[config.mk]
export PLATFORM = sky130hd
export DESIGN_NAME = uart_cmd_parser_flat
export DESIGN_NICKNAME = d
export VERILOG_FILES = /design/src/rtl/uart_cmd_parser_if.sv /design/src/rtl/uart_cmd_parser.sv /design/src/flat_wrapper.sv
export SDC_FILE = /design/constraint.sdc
export NUM_CORES = 1
export LEC_CHECK = 0
export BUFFER_PORTS_ARGS = -buffer_cell sky130_fd_sc_hd__buf_2
export CAP_MARGIN = 30
export CORE_ASPECT_RATIO = 0.6
export CORE_UTILIZATION = 35
export DETAILED_ROUTE_END_ITERATION = 10
export GPL_TIMING_DRIVEN = 0
export PLACE_DENSITY = 0.64
export SLEW_MARGIN = 30
export SYNTH_ARGS = -nofsm -noshare
export SYNTH_HDL_FRONTEND = slang
export SYNTH_SLANG_ARGS = --single-unit
export TNS_END_PERCENT = 1
[constraint.sdc]
create_clock -name clk_i -period 11.3 [get_ports clk_i]
set_input_delay 0.565 -clock clk_i [delete_from_list [all_inputs] [get_ports clk_i]]
set_output_delay 0.565 -clock clk_i [all_outputs]
set_load 0.02 [all_outputs]
[src/rtl/uart_cmd_parser_if.sv]
// Register-bus link between the UART command parser (master) and the bus fabric (slave).
// Signal suffixes are from the parser's point of view: _o driven by it, _i driven by the fabric.
// One request outstanding at a time; req_o is held until ack_i.
interface uart_cmd_parser_if #(
  parameter int AddrWidth = 32,
  parameter int DataWidth = 32
);
  logic [AddrWidth-1:0] address_o;
  logic [DataWidth-1:0] data_o;
  logic                 we_o;
  logic                 req_o;
  logic                 ack_i;
  logic [DataWidth-1:0] rd_data_i;

  modport master (
    output address_o, data_o, we_o, req_o,
    input  ack_i, rd_data_i
  );

  modport slave (
    input  address_o, data_o, we_o, req_o,
    output ack_i, rd_data_i
  );
endinterface

[src/rtl/uart_cmd_parser.sv]
// Parses "wFPGA,<A>,<D>\n" / "rFPGA,<A>\n" UART lines into single register-bus transactions.
// Latency: req_o rises 2 cycles after the cycle carrying the final '\n'; ack_i bounded by TimeoutCycles.
// Backpressure: none on rx (bytes arriving mid-transaction are dropped and flagged); rsp held until rsp_ready_i.
module uart_cmd_parser #(
  parameter int AddrWidth     = 32,
  parameter int DataWidth     = 32,
  parameter int TimeoutCycles = 1024
) (
  input  logic                 clk_i,
  input  logic                 reset_i,
  input  logic [7:0]           rx_data_i,
  input  logic                 rx_valid_i,
  uart_cmd_parser_if.master    bus,
  output logic [DataWidth-1:0] rsp_data_o,
  output logic                 rsp_valid_o,
  input  logic                 rsp_ready_i,
  output logic                 err_o,
  output logic [1:0]           err_code_o
);

  localparam logic [2:0] S_IDLE     = 3'd0;
  localparam logic [2:0] S_KEYWORD  = 3'd1;
  localparam logic [2:0] S_ADDR     = 3'd2;
  localparam logic [2:0] S_DATA     = 3'd3;
  localparam logic [2:0] S_ISSUE    = 3'd4;
  localparam logic [2:0] S_WAIT_ACK = 3'd5;
  localparam logic [2:0] S_RESP     = 3'd6;
  localparam logic [2:0] S_DISCARD  = 3'd7;

  localparam int TmoW = $clog2(TimeoutCycles + 1);

  localparam logic [7:0] ChNl    = 8'h0A;
  localparam logic [7:0] ChCr    = 8'h0D;
  localparam logic [7:0] ChComma = 8'h2C;
  localparam logic [7:0] ChW     = 8'h77;
  localparam logic [7:0] ChR     = 8'h72;

  logic [1:0]           rst_sync_q;
  logic                 rst_core;

  logic [2:0]           state_q, state_d;
  logic                 we_q, we_d;
  logic [2:0]           kw_q, kw_d;
  logic [AddrWidth-1:0] addr_q, addr_d;
  logic [DataWidth-1:0] data_q, data_d;
  logic [3:0]           dig_q, dig_d;
  logic                 req_q, req_d;
  logic [TmoW-1:0]      tmo_q, tmo_d;
  logic [DataWidth-1:0] rsp_data_q, rsp_data_d;
  logic                 rsp_vld_q, rsp_vld_d;
  logic                 ovr_q, ovr_d;
  logic                 err_q, err_d;
  logic [1:0]           code_q, code_d;

  logic                 rx_byte;
  logic                 is_nl;
  logic                 is_digit;
  logic                 ovr_now;
  logic                 ovr_any;
  logic                 syn_err;
  logic [7:0]           kw_exp;
  logic [AddrWidth-1:0] addr_next;
  logic [DataWidth-1:0] data_next;

  // Reset asserts immediately and releases on the second clk_i edge after reset_i drops.
  always_ff @(posedge clk_i or posedge reset_i) begin
    if (reset_i) rst_sync_q <= 2'b11;
    else         rst_sync_q <= {rst_sync_q[0], 1'b0};
  end

  assign rst_core = rst_sync_q[1];

  // '\r' is invisible everywhere, so it is removed from the byte strobe up front.
  assign rx_byte   = rx_valid_i && (rx_data_i != ChCr);
  assign is_nl     = (rx_data_i == ChNl);
  assign is_digit  = (rx_data_i >= 8'h30) && (rx_data_i <= 8'h39);
  assign ovr_now   = rx_byte && ((state_q == S_ISSUE) || (state_q == S_WAIT_ACK) || (state_q == S_RESP));
  assign ovr_any   = ovr_q || ovr_now;
  assign addr_next = (addr_q << 3) + (addr_q << 1) + AddrWidth'(rx_data_i[3:0]);
  assign data_next = (data_q << 3) + (data_q << 1) + DataWidth'(rx_data_i[3:0]);

  // Expected keyword byte for the current match position.
  always_comb begin
    kw_exp = ChComma;
    case (kw_q)
      3'd0:    kw_exp = 8'h46;  // F
      3'd1:    kw_exp = 8'h50;  // P
      3'd2:    kw_exp = 8'h47;  // G
      3'd3:    kw_exp = 8'h41;  // A
      default: kw_exp = ChComma;
    endcase
  end

  // Line parser and bus sequencer next-state logic.
  always_comb begin
    state_d    = state_q;
    we_d       = we_q;
    kw_d       = kw_q;
    addr_d     = addr_q;
    data_d     = data_q;
    dig_d      = dig_q;
    req_d      = req_q;
    tmo_d      = tmo_q;
    rsp_data_d = rsp_data_q;
    rsp_vld_d  = rsp_vld_q;
    ovr_d      = ovr_any;
    err_d      = 1'b0;
    code_d     = 2'd0;
    syn_err    = 1'b0;

    // A byte during a transaction is dropped; the transaction itself carries on.
    if (ovr_now) begin
      err_d  = 1'b1;
      code_d = 2'd2;
    end

    case (state_q)
      S_IDLE: begin
        if (rx_byte) begin
          if ((rx_data_i == ChW) || (rx_data_i == ChR)) begin
            we_d    = (rx_data_i == ChW);
            kw_d    = 3'd0;
            addr_d  = '0;
            data_d  = '0;
            dig_d   = 4'd0;
            state_d = S_KEYWORD;
          end else if (!is_nl) begin
            syn_err = 1'b1;
          end
        end
      end
      S_KEYWORD: begin
        if (rx_byte) begin
          if (rx_data_i != kw_exp)  syn_err = 1'b1;
          else if (kw_q == 3'd4)    state_d = S_ADDR;
          else                      kw_d    = kw_q + 3'd1;
        end
      end
      S_ADDR: begin
        if (rx_byte) begin
          if (is_digit) begin
            if (dig_q == 4'd10) syn_err = 1'b1;
            else begin
              addr_d = addr_next;
              dig_d  = dig_q + 4'd1;
            end
          end else if ((rx_data_i == ChComma) && we_q && (dig_q != 4'd0)) begin
            dig_d   = 4'd0;
            state_d = S_DATA;
          end else if (is_nl && !we_q && (dig_q != 4'd0)) begin
            state_d = S_ISSUE;
          end else begin
            syn_err = 1'b1;
          end
        end
      end
      S_DATA: begin
        if (rx_byte) begin
          if (is_digit) begin
            if (dig_q == 4'd10) syn_err = 1'b1;
            else begin
              data_d = data_next;
              dig_d  = dig_q + 4'd1;
            end
          end else if (is_nl && (dig_q != 4'd0)) begin
            state_d = S_ISSUE;
          end else begin
            syn_err = 1'b1;
          end
        end
      end
      S_ISSUE: begin
        req_d   = 1'b1;
        tmo_d   = '0;
        state_d = S_WAIT_ACK;
      end
      S_WAIT_ACK: begin
        if (bus.ack_i) begin
          req_d = 1'b0;
          if (we_q) begin
            state_d = ovr_any ? S_DISCARD : S_IDLE;
            ovr_d   = 1'b0;
          end else begin
            rsp_data_d = bus.rd_data_i;
            rsp_vld_d  = 1'b1;
            state_d    = S_RESP;
          end
        end else if (tmo_q == TmoW'(TimeoutCycles - 1)) begin
          // Timeout outranks a coincident overrun report.
          req_d   = 1'b0;
          err_d   = 1'b1;
          code_d  = 2'd3;
          state_d = ovr_any ? S_DISCARD : S_IDLE;
          ovr_d   = 1'b0;
        end else begin
          tmo_d = tmo_q + TmoW'(1);
        end
      end
      S_RESP: begin
        if (rsp_ready_i) begin
          rsp_vld_d = 1'b0;
          state_d   = ovr_any ? S_DISCARD : S_IDLE;
          ovr_d     = 1'b0;
        end
      end
      S_DISCARD: begin
        if (rx_byte && is_nl) state_d = S_IDLE;
      end
      default: state_d = S_IDLE;
    endcase

    // A bad byte that is itself the newline has already ended the line, so no flush is needed.
    if (syn_err) begin
      err_d   = 1'b1;
      code_d  = 2'd1;
      state_d = is_nl ? S_IDLE : S_DISCARD;
    end
  end

  // State and output registers.
  always_ff @(posedge clk_i or posedge rst_core) begin
    if (rst_core) begin
      state_q    <= S_IDLE;
      we_q       <= 1'b0;
      kw_q       <= 3'd0;
      addr_q     <= '0;
      data_q     <= '0;
      dig_q      <= 4'd0;
      req_q      <= 1'b0;
      tmo_q      <= '0;
      rsp_data_q <= '0;
      rsp_vld_q  <= 1'b0;
      ovr_q      <= 1'b0;
      err_q      <= 1'b0;
      code_q     <= 2'd0;
    end else begin
      state_q    <= state_d;
      we_q       <= we_d;
      kw_q       <= kw_d;
      addr_q     <= addr_d;
      data_q     <= data_d;
      dig_q      <= dig_d;
      req_q      <= req_d;
      tmo_q      <= tmo_d;
      rsp_data_q <= rsp_data_d;
      rsp_vld_q  <= rsp_vld_d;
      ovr_q      <= ovr_d;
      err_q      <= err_d;
      code_q     <= code_d;
    end
  end

  assign bus.address_o = addr_q;
  assign bus.data_o    = data_q;
  assign bus.we_o      = we_q;
  assign bus.req_o     = req_q;
  assign rsp_data_o    = rsp_data_q;
  assign rsp_valid_o   = rsp_vld_q;
  assign err_o         = err_q;
  assign err_code_o    = code_q;

endmodule

[src/flat_wrapper.sv]
// flat-port wrapper written by rule: the top's interface ports become plain ports
module uart_cmd_parser_flat 
#(
  parameter int AddrWidth     = 32,
  parameter int DataWidth     = 32,
  parameter int TimeoutCycles = 1024
)
  (clk_i, reset_i, rx_data_i, rx_valid_i, rsp_data_o, rsp_valid_o, rsp_ready_i, err_o, err_code_o, bus_address_o, bus_data_o, bus_we_o, bus_req_o, bus_ack_i, bus_rd_data_i);
  uart_cmd_parser_if #(.AddrWidth(AddrWidth), .DataWidth(DataWidth)) bus_i ();
  input  logic clk_i;
  input  logic reset_i;
  input  logic [7:0] rx_data_i;
  input  logic rx_valid_i;
  output logic [DataWidth-1:0] rsp_data_o;
  output logic rsp_valid_o;
  input  logic rsp_ready_i;
  output logic err_o;
  output logic [1:0] err_code_o;
  output wire logic [$bits(bus_i.address_o)-1:0] bus_address_o;
  output wire logic [$bits(bus_i.data_o)-1:0] bus_data_o;
  output wire logic [$bits(bus_i.we_o)-1:0] bus_we_o;
  output wire logic [$bits(bus_i.req_o)-1:0] bus_req_o;
  input wire logic [$bits(bus_i.ack_i)-1:0] bus_ack_i;
  input wire logic [$bits(bus_i.rd_data_i)-1:0] bus_rd_data_i;
  assign bus_address_o = bus_i.address_o;
  assign bus_data_o = bus_i.data_o;
  assign bus_we_o = bus_i.we_o;
  assign bus_req_o = bus_i.req_o;
  assign bus_i.ack_i = bus_ack_i;
  assign bus_i.rd_data_i = bus_rd_data_i;
  uart_cmd_parser #(.AddrWidth(AddrWidth), .DataWidth(DataWidth), .TimeoutCycles(TimeoutCycles)) u_core (.clk_i(clk_i), .reset_i(reset_i), .rx_data_i(rx_data_i), .rx_valid_i(rx_valid_i), .bus(bus_i), .rsp_data_o(rsp_data_o), .rsp_valid_o(rsp_valid_o), .rsp_ready_i(rsp_ready_i), .err_o(err_o), .err_code_o(err_code_o));
endmodule
==> results of run 1 <==
per-stage QoR:
stage	std cells	setup WS (ns)	power (mW)	util	cell area [µm²]
floorplan	939	7.67	0.961	-	9040
global placement	1413	5.80	1.12	0.402	10200
detailed placement	1414	7.56	1.13	0.403	10200
CTS	1446	7.79	1.73	0.427	10800
global route	1446	7.50	1.81	0.427	10800
finish	1446	7.76	1.71	0.427	10800
sequential cells by signal, indices dropped and copies added, names as in the netlist:
register,cells
u_core.state_q,3
u_core.rsp_data_o,32
u_core.rst_sync_q,2
u_core.ovr_q,1
u_core.bus.address_o,32
u_core.rsp_valid_o,1
u_core.bus.req_o,1
u_core.err_code_o,2
u_core.err_o,1
u_core.dig_q,4
u_core.bus.we_o,1
u_core.kw_q,3
u_core.bus.data_o,32
u_core.tmo_q,11
routing by layer:
metal  GRT usage  part of all wire
met5           0                 0
met2       0.255              0.39
met1       0.300              0.54
met4      0.0408            0.0094
met3      0.0483             0.057
layout by cell type, fill, tap and decap left out, types with 25 or more instances in the layout:
cell type  count
dfrtp_1      124
o21ai_0       78
nand2_1       97
inv_1         34
mux2_2        36
ha_1         124
nor2_1        41
buf_2        145
xnor2_1       32
xor2_1        25
a21oi_1       53
cell type report:
| class | count | area, µm² | share of cell area |
|---|---|---|---|
| sequential | 126 | 3160 | 0.292 |
| multi-input combinational | 755 | 5670 | 0.524 |
| clock inverter | 15 | 185 | 0.0171 |
| inverter | 35 | 139 | 0.0128 |
| timing repair buffer | 146 | 753 | 0.0696 |
| buffer | 23 | 86.3 | 0.00798 |
| clock buffer | 17 | 425 | 0.0393 |
| tap | 329 | 412 | 0.0380 |
worst max path at each step:
| stage | endpoint | from | cells after the start | slack, ns |
|---|---|---|---|---|
| after global placement | u_core.bus.data_o[18] | u_core.rst_sync_q[1] | 1 | 5.80 |
| after global routing | u_core.bus.address_o[29] | u_core.bus.address_o[0] | 11 | 7.50 |
| final | u_core.bus.address_o[29] | u_core.bus.address_o[0] | 11 | 7.76 |
| after CTS | u_core.bus.address_o[29] | u_core.bus.address_o[0] | 11 | 7.79 |
| after floorplan | u_core.bus.address_o[0] | u_core.rst_sync_q[1] | 1 | 7.67 |
| after detailed placement | u_core.bus.address_o[29] | rx_data_i[3] | 12 | 7.56 |
kinds of logic after synthesis:
logic type               synth area share
multiplexers                       0.0471
XOR/XNOR                           0.0552
flip-flops                          0.349
buffers and inverters              0.0241
other                            0.000415
AND/OR/NAND/NOR                     0.140
AO/OA/AOI/OAI                       0.203
adder cells (fa/ha/maj)             0.181
report_power, final:
group / switching, mW / internal, mW / total (mW)
sequential: 0.0556 / 0.540 / 0.595
clock: 0.259 / 0.321 / 0.580
combinational: 0.329 / 0.205 / 0.533
==> results.md, run 1 <==
- Worst-path fanout max: 4
- Area Overhead vs Synth: 19.7%
- Post-CTS setup buffer count: 0
- Worst R2R End: u_core.bus.address_o[29]
- Largest net degree at the start of global routing: 72
- Post-Syn Area: 9040 µm²
- Rel. slew slack: 0.415
- CP peak stage delay: 0.55 ns
- R2R Path Start: u_core.bus.address_o[0]
- Iteration-0 DRC Markers: 491
- CP Class: reg2reg
- Total track usage: 0.191
- Synth Warn #: 0
- FILL cells: 2483
- Synth cell count leaders: 124 x dfrtp_1, 124 x ha_1, 97 x nand2_1
- Reg2Reg Depth: 11
- IO Port Bufs: 145
- Post-synth EDFFs: 0
- Share of layout cells above drive strength 1: 0.209
- Endpoints failing hold: 0
- Crit path DAT: 3.85 ns
- Status: finished, final reports clean
- CTS tree: done
- DIE AREA: 26500 µm²
- Pins over their slew limit: 0
- Worst slew pin tran: between 0.8 and 0.9 ns
- Drt first pass iters: 7
- Cell Chain, Critical Path: fa_1, ha_1, a211oi_1, o211ai_1, nand2_1, a21oi_1, o41ai_2, o22ai_1, a211o_1, xnor2_1, o21ai_0
- Syn Inst Count: 939
- Final hold slack: about 0.14 ns
- Power density cells: 158 nW/µm²
- Final setup violating endpoints: 0
- Crit path max-delay family: compound AO/OA/AOI/OAI gates
- Post-synthesis sequential area ratio: 0.349
- Vias per cell: 5.37
- Worst Skew: 0.0108 ns
- Setup_tns: 0 ns
- Share of flip-flops with an asynchronous set or reset: 1.00
- Post-DRT Antenna Nets: 0
- Inserted Clock Buffers: 17
- # DRC: 0
- Post-cts resize count: 0
- DP Wirelength: ~19 mm
- Final min period: approximately 3.5 ns
- Unrepaired setup endpoints after global routing: false
- Yosys cell types: 66
- Post-synthesis register bit count: 126
- Most area-hungry cell type in the Yosys netlist: dfrtp_1
- Chip Width: 209 µm
- Chip Height: 126 µm
- Antenna diodes: 0
- Maxcap violations: 0
- R2r setup slk: between 7 and 8 ns
- I/O pins: 147
- Fmax: 282 MHz
- Max VDD drop: ~0.00016 V
- Ys flop type: dfrtp_1
- Final worst path period share: 0.313
- Max Buffers Root-to-Sink: 2
- Grt ovf: 0
- Worst setup EP type: register
- Syn avg cell area: between 9 and 10 µm²
- CP Buf/Inv Count: 0
- Clock-pin slew on the worst setup and hold paths: 0.07 ns
- Detailed Route WL: 24.3 mm
- Total core area: ~25000 µm²
- GPL Wtd Cong: ~0.87
- Clock Latency Late Sink: 0.44 ns
- Leak pwr: 5.50 nW
- Worst Setup Start Kind: register
- First-pass GRT wire length: between 40 and 50 mm
- Largest cells by area after synthesis: dfrtp_1 34%, ha_1 17%, mux2_2 4.5%
- Root Driver: clkbuf_16
- Detailed-route wire length per cell: 16.8 µm
- Initial Util: 0.357
- Syn_nets: about 1.1k
- Worst min path class: in2async
- H-tree depth: 4
- CP max stage cell: fa_1
- Clock sink total: around 130
- Yosys top cell area share: 0.343
- Nets@finish: approximately 1.3k
- Number of global-route vias before repair: 7398
- Via count: 7763
- Post-CTS Hold Buffers: 0
- Initial antenna violation count: 0
- Row cnt: 45
- Worst Path Required: 11.61 ns
Note: power is estimated with default switching activity, not from simulation.
==> run 2, diff against run 1 <==
Clock period 11.3 ns to 3.43 ns, I/O delays scaled along.
==> results.md, run 2 (synthesis gave the netlist of run 1 again) <==
- Sw power: 2.15 mW
- Chip Width: 209 µm
- GPL Wtd Cong: 0.869
- CTS tree: done
- Nets@finish: 1317
- Maxcap violations: 0
- Antenna diodes: 0
- Tot Pwr: ~5.7 mW
- Failing checks: design-rule violations
- CP Class: reg2reg
- Total core area: 25300 µm²
- Flop pwr share: 0.347
- Final setup violating endpoints: 0
- Most frequent cells in the layout: 145 x buf_2, 124 x ha_1, 121 x dfrtp_1, 95 x nand2_1, 75 x o21ai_0
- Post-DRT Antenna Nets: 0
- Vias per cell: between 5 and 6
- Largest net degree at the start of global routing: 29
- Final min period: 3.31 ns
- Initial antenna violation count: 0
- Worst Path Required: 3.79 ns
- Status: finished with violations
- Sw Share: 0.378
- H-tree depth: 4
- Comb power frac: 0.323
- Area Overhead vs Synth: 25.3%
- Power density cells: 502 nW/µm²
- WHS Path Cells: 4
- Worst min path class: in2reg
- Inserted Clock Buffers: 17
- Internal power: 3.53 mW
- # DRC: 2
- Fmax: between 300 and 400 MHz
- Worst Skew: around 0.012 ns
- Clk pwr share: 0.330
- First-pass GRT wire length: 42.1 mm
- Clock-pin slew on the worst setup and hold paths: ~0.070 ns
- Grt ovf: 0
- DP Wirelength: ~19 mm
- Most common cell after layout, fill and taps aside: buf_2
- Pins over their slew limit: 0
- Clock sink total: about 130
- I/O pins: approximately 150
- Worst slew pin tran: 0.889 ns
- Number of global-route vias before repair: roughly 7.8k
- Total track usage: 0.200
- Drt first pass iters: 8
- Iteration-0 DRC Markers: 662
- Detailed-route wire length per cell: approximately 17 µm
- Reg2Reg Depth: 12
- IO Port Bufs: between 100 and 150
- Worst-path fanout max: 4
- DIE AREA: 26500 µm²
- Row cnt: 45
- Endpoints failing hold: 0
- Register area: 3160 µm²
- Worst Setup Start Kind: register
- Root Driver: clkbuf_16
- Detailed Route WL: 25.6 mm
- Max Buffers Root-to-Sink: 2
- Via count: 8050
- Area of the multi-input gates: 5740 µm²
- Unrepaired setup endpoints after global routing: true
- FILL cells: ~2.4k
- Max VDD drop: around 0.00048 V
- Worst setup EP type: register
- Initial Util: 0.357
- Clock Latency Late Sink: approximately 0.44 ns
- Setup_tns: 0 ns
- Share of layout cells above drive strength 1: 0.220
- Final worst path period share: 0.965
- Leak pwr: 5.67 nW
- Rel. slew slack: 0.404
- Chip Height: between 100 and 150 µm
- Crit path DAT: 3.67 ns
[run 2: cell types whose count changed in the layout (fill, tap and decap cells not counted), sizes merged]
cell         delta
clkinvlp        +3
inv             -2
clkinv          -1
dlygate4sd3    +33
buf             +7
[run 2: repair_timing]
item                       in CTS  in global routing
resized for setup               3                 16
hold buffers                   33                  0
setup endpoints to repair       3                 18
hold endpoints to repair       34                  0
pin swaps                       1                  8
buffers inserted                0                  3
[run 2: worst max-delay path: stages, from the launching register on]
cell and delay [ns]:
dfrtp_2 0.46, fa_1 0.52, ha_1 0.34, a211oi_2 0.23, o211ai_1 0.18, nand2_2 0.17, a21oi_1 0.15, o41ai_2 0.36
buf_4 0.17, o22ai_1 0.10, a211o_1 0.29, xnor2_1 0.12, o21ai_0 0.13
[run 2: per-stage QoR]
step	std cells	cell area (µm²)	setup WS, ns	utilization	hold slack [ns]
3_5_place_dp	1418	10300	-0.0586	0.407	0.206
3_3_place_gp	1413	10200	-0.0251	0.402	0.199
5_1_grt	1486	11300	-0.0312	0.447	0.121
4_1_cts	1483	11200	0.0447	0.444	0.0856
6_report	1486	11300	0.120	0.447	0.103
2_1_floorplan	939	9040	0.217	-	0.0830
[run 2: area by class of cell]
class,instances,area share
plain buffers,23,0.00762
clock buffers,17,0.0376
clock inverters,15,0.0146
inverters,35,0.0119
multi-input cells,755,0.507
flip-flops and latches,126,0.279
well taps,329,0.0364
repair buffers,186,0.106
[run 2: final timing paths]
path | from | end | slack [ns]
worst max register to register | u_core.bus.address_o[0] | u_core.bus.address_o[29] | 0.12
worst min register to register | u_core.rst_sync_q[1] | u_core.rsp_data_o[7] | 0.32
worst max-delay path | u_core.bus.address_o[0] | u_core.bus.address_o[29] | 0.12
worst min-delay path | bus_ack_i | u_core.bus.req_o | 0.10
min in group asynchronous | reset_i | u_core.rst_sync_q[1] | 0.31
max in group asynchronous | u_core.rst_sync_q[1] | u_core.bus.address_o[1] | 2.25
[run 2: per-layer routing]
metal	track usage	vias up	part of all wire
met2	0.266	254	0.39
li1	-	3901	-
met3	0.0535	34	0.068
met1	0.307	3861	0.52
met5	0	-	0
met4	0.0601	0	0.018
[run 2: power groups by stage]
stage / Combinational (mW) / Clock [mW] / Sequential [mW]
4_1_cts: 1.80 / 1.93 / 1.96
3_3_place_gp: 1.72 / 0 / 1.97
5_1_grt: 2.01 / 2.00 / 2.00
2_1_floorplan: 0.924 / 0 / 2.24
6_report: 1.84 / 1.88 / 1.97
3_5_place_dp: 1.77 / 0 / 1.97
==> run 3, diff against run 2 <==
Settings changed: ABC_AREA set to 1, PLACE_DENSITY 0.64 to 0.63.
==> results.md, run 3 <==
- Worst Skew: 0.0131 ns
- Clock-pin slew on the worst setup and hold paths: around 0.070 ns
- Final worst path period share: 0.944
- Endpoints failing hold: 0
- Most common cell after layout, fill and taps aside: nand2_1
- Detailed-route wire length per cell: 16.1 µm
- Initial antenna violation count: 3
- Max Buffers Root-to-Sink: 2
- Post-synthesis register bit count: 126
- Initial Util: 0.361
- Crit path DAT: 3.55 ns
- Worst-path fanout max: 5
- Syn Inst Count: 1430
- Rel. slew slack: 0.390
- Share of flip-flops with an asynchronous set or reset: 1.00
- WHS Path Cells: 3
- Syn_nets: 1603
- Post-DRT Antenna Nets: 0
- Row cnt: 47
- Total track usage: 0.225
- H-tree depth: 4
- Iteration-0 DRC Markers: 998
- Worst min path class: in2reg
- Final min period: 3.24 ns
- Area Overhead vs Synth: 22.2%
- Via count: roughly 10k
- Number of global-route vias before repair: 9394
- Syn avg cell area: a little over 7 µm²
- First-pass GRT wire length: 51.7 mm
- Most common cell in the synthesized netlist: nand2_1
- Chip Height: 134 µm
- Post-synthesis sequential area ratio: 0.312
- I/O pins: 147
- Setup_tns: 0 ns
- Largest net degree at the start of global routing: 28
- Reg2Reg Depth: 11
- GPL Wtd Cong: a little under 1
- Yosys top cell area share: 0.307
- Most area-hungry cell type in the Yosys netlist: dfrtp_1
- Worst Path Required: roughly 3.8 ns
- Inserted Clock Buffers: 17
- Detailed Route WL: 32.5 mm
- Leak pwr: ~6.7 nW
- DIE AREA: a little under 30000 µm²
- Maxcap violations: 0
- Root Driver: clkbuf_16
- Grt ovf: 0
- Post-synth EDFFs: 0
- IO Port Bufs: 146
- Total core area: 28000 µm²
- Final setup violating endpoints: 0
- Post-Syn Area: 10100 µm²
- Pins over their slew limit: 0
- Nets@finish: 1807
- R2r setup slk: 0.19 ns
- Fmax: 309 MHz
- Worst setup EP type: register
- CTS tree: done
- Share of layout cells above drive strength 1: 0.146
- Dpl ws: 0.0179 ns
- CP Class: reg2reg
- Largest cells by area after synthesis: dfrtp_1 31%, nand2_1 17%, ha_1 15%
- Unrepaired setup endpoints after global routing: false
- Power density cells: 619 nW/µm²
- Drt first pass iters: 6
- Chip Width: 222 µm
- # DRC: 0
- Most frequent cells in the layout: 465 x nand2_1, 156 x buf_2, 149 x nor2_1, 134 x inv_1
- Worst slew pin tran: 0.906 ns
- Status: finished, final reports clean
- DP Wirelength: 26.1 mm
- Clock Latency Late Sink: 0.44 ns
- Worst setup margin: 0.194 ns
- Design area: ~12000 µm²
- Max VDD drop: around 0.00032 V
- Synth Warn #: 0
- Worst Setup Start Kind: register
- Synth cell count leaders: 465 x nand2_1, 149 x nor2_1, 135 x inv_1
- Vias per cell: 5.08
- Clock sink total: 126
- Dpl cell area: 11400 µm²
- Yosys cell types: 45
- Ys flop type: dfrtp_1
[run 3: repair_timing]
item / 4_1_cts / 5_1_grt
hold buffers: 34 / 0
resized for setup: 0 / 4
endpoints found under the hold margin: 35 / 0
endpoints found under the setup margin: 0 / 4
setup buffers: 0 / 0
[run 3: kinds of logic (layout without fill, tap and decap cells)]
| family | Yosys count | after routing | synth area share |
|---|---|---|---|
| buf+inv | 164 | 380 | 0.0653 |
| other cells | 1 | 4 | 0.000371 |
| fa+ha+maj | 128 | 128 | 0.161 |
| xor+xnor | 29 | 29 | 0.0251 |
| simple gates | 750 | 750 | 0.305 |
| compound gates | 232 | 232 | 0.131 |
| flops | 126 | 126 | 0.312 |
[run 3: through the flow]
stage                     hold slack [ns]  cells  power, mW  utilization
after floorplan                    0.0830   1430       4.62            -
after global placement              0.193   1943       5.67        0.404
after detailed placement            0.173   1948       5.74        0.408
after CTS                          0.0580   2013       7.70        0.441
after global routing               0.0794   2016       8.28        0.442
final                              0.0762   2016       7.66        0.442
[run 3: critical path: stages (launching register included)]
cell	delay [ns]
dfrtp_1	0.47
fa_1	0.44
ha_1	0.36
a21oi_1	0.09
o21ai_0	0.28
nor2_1	0.17
o21ai_0	0.74
nand3b_1	0.25
nand2_1	0.12
nand2_1	0.05
nand3_1	0.06
nand2_1	0.06
[run 3: path summary, 6_finish.rpt]
check,startpoint,end
hold reg to reg,u_core.rst_sync_q[1],u_core.state_q[0]
min in group asynchronous,u_core.rst_sync_q[1],u_core.state_q[0]
max in group asynchronous,u_core.rst_sync_q[1],u_core.bus.address_o[18]
setup / recovery,u_core.bus.address_o[2],u_core.bus.address_o[31]
setup reg to reg,u_core.bus.address_o[2],u_core.bus.address_o[31]
hold / removal,rx_data_i[0],u_core.bus.data_o[0]
[run 3: layout make-up]
| class | instances | area, µm² |
|---|---|---|
| Antenna cell | 3 | 7.51 |
| Sequential cell | 126 | 3160 |
| Tap cell | 367 | 459 |
| Clock inverter | 13 | 153 |
| Inverter | 147 | 558 |
| Buffer | 17 | 106 |
| Clock buffer | 18 | 439 |
| Multi-Input combinational cell | 1140 | 6310 |
| Fill cell | 2919 | 15600 |
| Timing Repair Buffer | 185 | 1180 |
[run 3: metal layers]
layer	vias to the layer above	track usage	wire, µm
met1	4723	0.367	17400
met3	23	0.0584	2840
met4	0	0.0459	299
met2	351	0.282	11900
li1	5135	-	-
met5	-	0	0
[run 3: power breakdown]
group	internal [mW]	switching (mW)	total, mW
clock network	1.10	0.778	1.88
registers	1.88	0.355	2.23
logic	1.18	2.36	3.54
